### src/rtl/expr_pkg.sv
// Shared types and constants for the expression transmitter.
package expr_pkg;

    localparam int MAX_N_DEF = 8;

    localparam logic [7:0] ZERO = 8'h30;
    localparam logic [7:0] PLUS = 8'h2B;
    localparam logic [7:0] STAR = 8'h2A;

    typedef enum logic [1:0] {
        IDLE,
        SEND_D,
        SEND_OP
    } state_t;

endpackage

### src/rtl/ascii_enc.sv
// Combinational mapping of a digit or operator selection to its ASCII character.
module ascii_enc
    import expr_pkg::*;
(
    input  logic       is_op,
    input  logic       op_bit,
    input  logic [3:0] digit,
    output logic [7:0] ch
);

    always_comb begin
        if (is_op) begin
            ch = op_bit ? STAR : PLUS;
        end else begin
            ch = ZERO + {4'b0000, digit};
        end
    end

endmodule

### src/rtl/expr_tx.sv
// Streams a captured BCD expression as ASCII characters over a valid/ready handshake.
module expr_tx
    import expr_pkg::*;
#(
    parameter int MAX_N = MAX_N_DEF
) (
    input  logic               clk,
    input  logic               clr,
    input  logic               start,
    input  logic [3:0]         len,
    input  logic [4*MAX_N-1:0] digits,
    input  logic [MAX_N-2:0]   ops,
    input  logic               ready,
    output logic [7:0]         out,
    output logic               valid,
    output logic               busy,
    output logic               done,
    output logic               err
);

    localparam int IW = (MAX_N > 1) ? $clog2(MAX_N) : 1;

    state_t             state_q, state_d;
    logic [IW-1:0]      idx_q, idx_d;
    logic [3:0]         len_q;
    logic [4*MAX_N-1:0] digits_q;
    logic [MAX_N-2:0]   ops_q;
    logic               done_d, err_d, capture;
    logic               bad_req, last_idx;
    logic [3:0]         cur_digit;
    logic               cur_op;
    logic [7:0]         ch;

    // Only operands that will actually be sent are range-checked.
    always_comb begin
        bad_req = (len == 4'd0) || (32'(len) > MAX_N);
        for (int i = 0; i < MAX_N; i++) begin
            if ((32'(len) > i) && (digits[4*i +: 4] > 4'd9)) begin
                bad_req = 1'b1;
            end
        end
    end

    always_comb begin
        cur_digit = 4'd0;
        cur_op    = 1'b0;
        for (int i = 0; i < MAX_N; i++) begin
            if (idx_q == IW'(i)) begin
                cur_digit = digits_q[4*i +: 4];
            end
        end
        for (int i = 0; i < MAX_N - 1; i++) begin
            if (idx_q == IW'(i)) begin
                cur_op = ops_q[i];
            end
        end
    end

    assign last_idx = (idx_q == IW'(len_q - 4'd1));

    always_comb begin
        state_d = state_q;
        idx_d   = idx_q;
        done_d  = 1'b0;
        err_d   = 1'b0;
        capture = 1'b0;
        unique case (state_q)
            IDLE: begin
                if (start) begin
                    if (bad_req) begin
                        err_d = 1'b1;
                    end else begin
                        capture = 1'b1;
                        idx_d   = '0;
                        state_d = SEND_D;
                    end
                end
            end
            SEND_D: begin
                if (ready) begin
                    if (last_idx) begin
                        state_d = IDLE;
                        done_d  = 1'b1;
                    end else begin
                        state_d = SEND_OP;
                    end
                end
            end
            SEND_OP: begin
                if (ready) begin
                    idx_d   = idx_q + 1'b1;
                    state_d = SEND_D;
                end
            end
            default: state_d = IDLE;
        endcase
    end

    always_ff @(posedge clk) begin
        if (clr) begin
            state_q  <= IDLE;
            idx_q    <= '0;
            done     <= 1'b0;
            err      <= 1'b0;
            len_q    <= 4'd0;
            digits_q <= '0;
            ops_q    <= '0;
        end else begin
            state_q <= state_d;
            idx_q   <= idx_d;
            done    <= done_d;
            err     <= err_d;
            if (capture) begin
                len_q    <= len;
                digits_q <= digits;
                ops_q    <= ops;
            end
        end
    end

    ascii_enc u_enc (
        .is_op  (state_q == SEND_OP),
        .op_bit (cur_op),
        .digit  (cur_digit),
        .ch     (ch)
    );

    assign valid = (state_q != IDLE);
    assign busy  = (state_q != IDLE);
    assign out   = valid ? ch : 8'h00;

endmodule

### config.mk
export PLATFORM = sky130hd
export DESIGN_NAME = expr_tx
export DESIGN_NICKNAME = d
export VERILOG_FILES = /design/src/rtl/expr_pkg.sv /design/src/rtl/ascii_enc.sv /design/src/rtl/expr_tx.sv
export SDC_FILE = /design/constraint.sdc
export NUM_CORES = 1
export LEC_CHECK = 0
export CORE_UTILIZATION = 40
export CTS_CLUSTER_DIAMETER = 120
export DETAILED_ROUTE_END_ITERATION = 6
export PLACE_DENSITY = 0.61
export SLEW_MARGIN = 20
export SYNTH_ARGS = -nofsm -noshare
export SYNTH_HDL_FRONTEND = slang
export SYNTH_SLANG_ARGS = --single-unit
### constraint.sdc
create_clock -name clk -period 5.2 [get_ports clk]
set_input_delay 0.52 -clock clk [delete_from_list [all_inputs] [get_ports clk]]
set_output_delay 0.52 -clock clk [all_outputs]
set_load 0.1 [all_outputs]
## Word level (Yosys, flattened, before mapping)

Cells that the tools add are included.

| word-level totals | value |
|---|---|
| register bits | 49 |
| word-level logic and storage cells | 104 |
| output and inout bits | 12 |
| bits of input ports | 47 |

| cells by class | value |
|---|---|
| equal/unequal tests | 14 |
| reduce and logical (&&, ||, !) cells | 18 |
| bitwise operators | 4 |
| $add $sub $neg | 3 |
| order comparisons | 17 |
| muxes and demuxes | 41 |

Operators by type and width:

| cell | count |
|---|---|
| > comparator 4 bit (second input constant) | 9 |
| two-way mux 4 bit | 8 |
| two-way mux 1 bit | 21 |
| > comparator 4 x 3 -> 1 bit (second input constant) | 4 |
| two-way mux 8 bit | 2 |
| == test 3 bit (second input constant) | 4 |
| two-way mux 2 bit | 5 |
| two-way mux 3 bit | 3 |
| > comparator 4 x 1 -> 1 bit (second input constant) | 2 |
| > comparator 4 x 2 -> 1 bit (second input constant) | 2 |
| logical AND 1 bit | 8 |
| != test 2 bit (second input constant) | 4 |
| AND reduction 4 bit | 2 |
| adder 6 x 4 -> 7 bit (first input constant) | 1 |
| == test 3 x 2 -> 1 bit (second input constant) | 2 |
| one-hot mux 2 bit (3 select lines) | 1 |
| one-hot mux 3 bit (2 select lines) | 1 |
| OR reduction 3 bit | 2 |
| zero test 4 bit | 1 |
| inverter 1 bit | 4 |
| nonzero test 2 bit | 2 |
| adder 3 x 1 -> 3 bit (second input constant) | 1 |
| == test 3 x 1 -> 1 bit (second input constant) | 1 |
| == test 3 bit | 1 |
| 6 further kinds | 6 |

## Logic depth before layout (Yosys ltp)

Gate-level depths: netlist of the first run.

| logic depth | value |
|---|---|
| depth in word-level cells | 13 |
| depth in mapped cells | 8 |
| gate-level depth less buffers | 7 |

## Cells and area by module

Synthesis of the first run repeated with hierarchy kept, for this count alone.

| second synthesis, totals | value |
|---|---|
| cells, all modules | 364 |
| area, all modules | 3069.2 um^2 |

By module, submodules not included:

| module | area an instance (um^2) | sequential area each (um^2) | instances | cells each |
|---|---|---|---|---|
| expr_tx | 3001.6 | 980.9 | 1 | 353 |
| ascii_enc | 67.6 | 0.0 | 1 | 11 |

## Worst setup path before layout of the first run

Ideal clock, no wire load.

| timing path | value |
|---|---|
| path kind | register -> output |
| start point | register idx_q[2] |
| end point | output port out[1] |
| buffers on the path | 2 |
| slack | 1.671 ns |
| arrival | 3.009 ns |
| data required time | 4.680 ns |
| stages on the path, launching flop included | 9 |
| cell sequence | dfxtp_1 -> clkbuf_1 -> inv_1 -> ha_1 -> clkbuf_1 -> nand2_1 -> a221oi_1 -> nor3_1 -> a21oi_1 |

| on the way | value |
|---|---|
| cells in the longest elaborated chain, start to end | 12 |
| elaborated cells between the ends (all ways) | 19 |
| those cells by class | 1 x add/sub; 7 x eq/ne; 10 x mux; 1 x reduce/logical |

RTL lines:

| item | line | source |
|---|---|---|
| from (decl) | expr_tx.sv:24 | `logic [IW-1:0] idx_q, idx_d;` |
| from (signal assigned) | expr_tx.sv:110 | `idx_q <= idx_d;` |
| zero test 3 bit | expr_tx.sv:48 | `if (idx_q == IW'(i)) begin` |
| two-way mux 4 bit (7 in a row) | expr_tx.sv:48 |  |
| two-way mux 4 bit * | expr_tx.sv:48 |  |
| adder 6 x 4 -> 7 bit * | ascii_enc.sv:15 | `ch = ZERO + {4'b0000, digit};` |
| two-way mux 8 bit * | ascii_enc.sv:12 | `if (is_op) begin` |
| two-way mux 8 bit * | expr_tx.sv:130 | `assign out = valid ? ch : 8'h00;` |
| to (decl) | expr_tx.sv:14 | `output logic [7:0] out,` |

Mark *: on every way between the ends. The rest lies on a longest branch, timed or not.

## Worst setup path in the final report of the first run

| timing path | value |
|---|---|
| start point | register idx_q[1] |
| end point | output port out[1] |

The elaborated chain is that of the path after synthesis.

==> results of run 1 <==
## flip-flops by register name, indices dropped and copies added, names as in the netlist
name	flops
err	1
done	1
idx_q	3
ops_q	7
state_q	2
digits_q	32
len_q	3
## path summary, 6_finish.rpt
check                                             start  depth (start not counted)  slack [ns]                        end
worst max-delay path              idx_q[1]$_SDFFE_PP0P_                          8        1.23                     out[1]
worst min-delay path              ops_q[4]$_SDFFE_PP0P_                          2        0.48      ops_q[4]$_SDFFE_PP0P_
worst max register to register  state_q[0]$_SDFFE_PP0P_                          4        2.89  digits_q[23]$_SDFFE_PP0P_
worst min register to register    ops_q[4]$_SDFFE_PP0P_                          2        0.48      ops_q[4]$_SDFFE_PP0P_
## cells by family after synthesis
group / count (synthesis)
AOI/OAI and AO/OA: 71
buffers and inverters: 43
xor gates and xnor gates: 4
other: 1
and+or+nand+nor: 149
adders and majority gates: 7
muxes: 44
DFF: 49
## power groups by stage
stage / logic [W] / clock network (W) / registers [W]
after floorplan: 0.0000988 / 0 / 0.000400
after global placement: 0.000157 / 0 / 0.000399
after detailed placement: 0.000157 / 0 / 0.000399
after CTS: 0.000158 / 0.000287 / 0.000390
after global routing: 0.000169 / 0.000303 / 0.000391
final: 0.000157 / 0.000279 / 0.000390
## cells in the final DEF, fill, tap and decap left out, drive strengths merged, types with 2 or more instances in the layout
master | netlist | layout
conb | 1 | 2
inv | 14 | 14
ha | 7 | 7
nand2b | 86 | 86
dfxtp | 49 | 49
nor3 | 4 | 4
xor2 | 3 | 3
nand2 | 20 | 20
nor2b | 2 | 2
nand4 | 2 | 2
a22oi | 2 | 2
nand3b | 6 | 6
and3 | 3 | 3
a221oi | 3 | 3
a31o | 3 | 3
nand3 | 6 | 6
o22ai | 2 | 2
clkbuf | 20 | 7
clkdlybuf4s50 | 0 | 55
mux2i | 44 | 44
nor2 | 16 | 16
buf | 9 | 2
o211ai | 3 | 3
a21oi | 25 | 25
o21ai | 26 | 26
## metal layers
layer,vias up,wire [µm],GRT usage
li1,1306,-,-
met1,1141,3570,0.269
met2,74,3030,0.310
met3,7,386,0.0360
met4,0,80,0.0491
met5,-,0,0
## per-stage QoR
stage                     instances  power, W  hold slack [ns]  setup WS, ns  area [µm²]
after CTS                       504  0.000835            0.484          1.22        3690
final                           504  0.000825            0.481          1.23        3690
after detailed placement        496  0.000556            0.467          1.57        3570
after floorplan                 369  0.000498            0.447          1.67        3040
after global placement          496  0.000556            0.459          1.60        3570
after global routing            504  0.000864            0.507         0.988        3690
## worst min-delay path: cells and delay by family, from the launching register on
kind             cells  cell delay (ns)
flip-flops           1             0.31
AND/OR/NAND/NOR      1             0.07
multiplexers         1             0.06
## layout make-up
class | count | area (µm²)
clock inverter | 1 | 30.0
multi-input combinational | 277 | 1850
sequential | 49 | 981
tap | 99 | 124
timing repair buffer | 57 | 563
inverter | 14 | 52.6
fill | 782 | 3600
clock buffer | 7 | 86.3
==> impl_metrics.json, run 1 <==
{
  "synth_edf_count": 0,
  "n_antenna_cell": 0,
  "grt_pass1_wl_mm": 11.8,
  "synth_area_leaders": "dfxtp_1, nand2b_1, mux2i_1",
  "initial_core_util": 0.417,
  "cp.required_ns": 4.68,
  "synth_xor_area_frac": 0.0115,
  "p_int_w": 0.000610,
  "combPwrFrac": 0.190,
  "crit_fanout": 22,
  "worstPathArrival_ns": 3.45,
  "power.net_switching_w": 0.000216,
  "drt_wl_total_mm": 7.07,
  "drv_cap": 0,
  "cts-resized-gates": 0,
  "p_seq_frac": 0.472,
  "period_needed_ns": 3.97,
  "dp_hpwl_mm": 5.12,
  "max_stage_delay_ns": 1.15,
  "layout-drive-gt1-share": 0.0321,
  "wl_per_cell_um": 14.0,
  "grt_max_degree": 93,
  "gp_congestion": 0.803,
  "critPathMostFrequentCell": "a21oi_1",
  "ys_types": 41,
  "critPathSlowestCell": "clkdlybuf4s50_1",
  "pwr-share-clk": 0.338,
  "die_w_um": 89.2,
  "synthAdderAreaFrac": 0.0288,
  "netlist_instances": 368,
  "cts_hold_buffers": 0,
  "synth_seq_cells": 49,
  "period_share": 0.764,
  "dr.first_iter.drc_count": 205,
  "crit_family": "buffers and inverters",
  "track_usage": 0.194,
  "grt-ovfl-total": 0,
  "antenna_found_initial": 0,
  "fin_util": 0.506,
  "synth.most_common_cell": "nand2b_1",
  "yosysTopAreaCellShare": 0.323,
  "leakagePower_nw": 1.57,
  "first_pass_iters": 4,
  "viasPerCell": 5.02,
  "startpoint_type": "flop",
  "seq_area_frac_synth": 0.323,
  "die_h_um": 89.2,
  "syn_area_per_cell_um2": 8.26,
  "worst_pin_slew_ns": 1.03,
  "clock_skew_ns": 0.00746,
  "rows": 31,
  "synth_top_family_by_area": "simple AND/OR/NAND/NOR gates",
  "cts_buffers": 5,
  "core_area_um2": 7290,
  "max_freq_mhz": 252,
  "io_buffer_count": 56,
  "synth_compound_area_frac": 0.141,
  "p_per_area_nw_per_um2": 224,
  "vias": 2528,
  "synth_area_leader_cell": "dfxtp_1",
  "path_cells": "inv_1, ha_1, nand3b_1, a21oi_1, a21oi_1, or3_1, a21oi_1, clkdlybuf4s50_1",
  "hp-class": "flop to flop",
  "ys_warn_count": 0,
  "synth.area.mux_share": 0.145,
  "root_buffer": "clkbuf_8",
  "route.detailed.drc": 0,
  "status": "finished clean",
  "post-cts-setup-buffers": 0,
  "yosys.area_share.simple": 0.281,
  "synth-async-reset-ratio": 0,
  "clock_latency_ns": 0.30,
  "crit_type": "flop to output port",
  "clk_pin_slew_ns": 0.09,
  "cts-htree-levels": 2,
  "clock_sinks": 49,
  "crit_buf_inv": 2,
  "critical_path.endpoint_type": "output port",
  "first_global_vias": 2437,
  "final.setup.tns_ns": 0,
  "die_area_um2": 7950,
  "drv_slew": 0,
  "drtAntennaViolNets": 0,
  "p_sw_frac": 0.261,
  "synth-main-ff-cell": "dfxtp_1",
  "hold_viol": 0,
  "synthToLayoutAreaGrowth_pct": 21.5,
  "clk_path_buf_depth": 2,
  "relSlewSlack": 0.315,
  "fin_nets": 458,
  "setup_viol": 0,
  "synth_area_um2": 3040,
  "rsz0062_at_grt": "false",
  "tritoncts": "done",
  "netlist_top_cells_count": "nand2b_1, dfxtp_1, mux2i_1, a21oi_1",
  "ioPinCount": 59,
  "irDropWorstVdd_mv": 0.103
}
Power figures use the tool's default switching activity.
==> run 2: changes to the inputs <==
Settings changed: PLACE_DENSITY 0.61 to 0.64.
Clock period 5.2 ns to 3.35 ns, I/O delays scaled along.
==> impl_metrics.json, run 2 (same netlist as run 1, synthesis figures left out) <==
{
  "drv_cap": 0,
  "die_area_um2": 7950,
  "drv_slew": 0,
  "relSlewSlack": 0.321,
  "post-cts-setup-buffers": 0,
  "antenna_found_initial": 0,
  "critical_path.endpoint_type": "output port",
  "final_cell_mix": "nand2b_1, dfxtp_1, clkdlybuf4s50_1",
  "hp-start": "digits_q[14]$_SDFFE_PP0P_",
  "gp_congestion": 0.898,
  "rr_startpoint": "state_q[0]$_SDFFE_PP0P_",
  "holdPathEnd": "digits_q[14]$_SDFFE_PP0P_",
  "dp_hpwl_mm": 5.04,
  "startpoint_type": "flop",
  "holdPathStages": 2,
  "die_h_um": 89.2,
  "max_freq_mhz": 328,
  "largestRegisters": "digits_q (32), ops_q (7)",
  "final_common_cell": "nand2b_1",
  "critPathMostFrequentCell": "o21ai_1",
  "worstPathArrival_ns": 2.71,
  "clock_skew_ns": 0.00433,
  "leakagePower_nw": 1.58,
  "first_global_vias": 2313,
  "cp.required_ns": 3.01,
  "tritoncts": "done",
  "final.setup.tns_ns": 0,
  "cts_buffers": 5,
  "grt_pass1_wl_mm": 11.3,
  "die_w_um": 89.2,
  "fillers": 731,
  "clk_pin_slew_ns": 0.09,
  "first_pass_iters": 4,
  "period_share": 0.909,
  "wl_per_cell_um": 14.1,
  "io_buffer_count": 56,
  "grt-ovfl-total": 0,
  "root_buffer": "clkbuf_8",
  "irDropWorstVdd_mv": 0.187,
  "track_usage": 0.189,
  "drtAntennaViolNets": 0,
  "regMostFlops": "digits_q",
  "grt_max_degree": 57,
  "synthToLayoutAreaGrowth_pct": 19.9,
  "r2r_slack_ns": 1.05,
  "setup_viol": 0,
  "reg2reg_to": "ops_q[0]$_SDFFE_PP0P_",
  "rows": 31,
  "worst_pin_slew_ns": 1.02,
  "clk_path_buf_depth": 2,
  "critPathSlowestCell": "ha_1",
  "cts_hold_buffers": 0,
  "core_area_um2": 7290,
  "rr_worst_depth": 4,
  "max_stage_delay_ns": 0.58,
  "layout-drive-gt1-share": 0.0542,
  "ioPinCount": 59,
  "path_cells": "inv_1, ha_1, nand2_1, o21ai_1, a221oi_1, o221a_1, o21ai_1, buf_4",
  "route.detailed.drc": 0,
  "hp-class": "flop to flop",
  "hold_viol": 0,
  "n_antenna_cell": 0,
  "crit_type": "flop to output port",
  "drt_wl_total_mm": 7.11,
  "clock_sinks": 49,
  "cts-resized-gates": 0,
  "finalPower_w": 0.00119,
  "crit_fanout": 14,
  "status": "finished clean",
  "dr.first_iter.drc_count": 136,
  "p_per_area_nw_per_um2": 326,
  "clock_latency_ns": 0.30,
  "viasPerCell": 5.04,
  "fin_nets": 459,
  "vias": 2545,
  "cts-htree-levels": 2,
  "rsz0062_at_grt": "false",
  "period_needed_ns": 3.05,
  "largest_reg_flops": 32,
  "initial_core_util": 0.417
}
[run 2: cell types whose count changed in the layout (fill, tap and decap cells not counted), sizes merged]
cell	previous run	this run
clkbuf	7	6
bufinv	1	0
clkinv	0	2
buf	2	11
clkdlybuf4s50	55	47
[run 2: layout make-up]
type | instances | area (µm²) | area share
clock inverters | 2 | 10.0 | 0.00275
multi-input cells | 277 | 1850 | 0.509
repair buffers | 58 | 551 | 0.151
clock buffers | 6 | 72.6 | 0.0199
flip-flops and latches | 49 | 981 | 0.269
inverters | 14 | 52.6 | 0.0144
well taps | 99 | 124 | 0.0340
[run 2: worst max-delay path: cells and delay by family (launching register included)]
kind                     cells  cell delay [ns]
AO/OA/AOI/OAI                4             0.85
flip-flops                   1             0.38
adder cells (fa/ha/maj)      1             0.58
buffers and inverters        2             0.47
AND/OR/NAND/NOR              1             0.12
[run 2: metrics by stage]
stage | instances | area (µm²) | hold WS [ns] | util | setup slack (ns)
floorplan | 369 | 3040 | 0.447 | - | 0.00628
global placement | 497 | 3560 | 0.461 | 0.488 | 0.451
detailed placement | 497 | 3560 | 0.467 | 0.488 | 0.454
CTS | 505 | 3640 | 0.486 | 0.500 | 0.300
global route | 505 | 3640 | 0.504 | 0.500 | 0.115
finish | 505 | 3640 | 0.483 | 0.500 | 0.305
[run 2: worst max path at each step]
stage / startpoint / endpoint / slack, ns / cells after the start
after CTS: idx_q[0]$_SDFFE_PP0P_ / out[0] / 0.30 / 8
final: idx_q[0]$_SDFFE_PP0P_ / out[0] / 0.30 / 8
after global placement: digits[6] / len_q[2]$_SDFFE_PP0P_ / 0.45 / 6
after detailed placement: len[2] / ops_q[1]$_SDFFE_PP0P_ / 0.45 / 6
after floorplan: idx_q[2]$_SDFFE_PP0P_ / out[1] / 0.006 / 8
after global routing: idx_q[1]$_SDFFE_PP0P_ / out[3] / 0.12 / 8
[run 2: metal layers]
metal,part of all wire,global-route usage,up-vias,wire [µm]
met5,0,0,-,0
met3,0.042,0.0342,5,295
met1,0.51,0.262,1163,3660
li1,-,-,1312,-
met2,0.44,0.305,65,3110
met4,0.0065,0.0476,0,46
[run 2: power breakdown]
| group | internal (W) | switching [W] | total (W) | leakage, nW |
|---|---|---|---|---|
| sequential | 0.000594 | 0.0000100 | 0.000604 | 0.396 |
| clock | 0.000145 | 0.000195 | 0.000340 | 0.0450 |
| combinational | 0.000107 | 0.000135 | 0.000242 | 1.14 |
| total | 0.000846 | 0.000340 | 0.00119 | 1.58 |
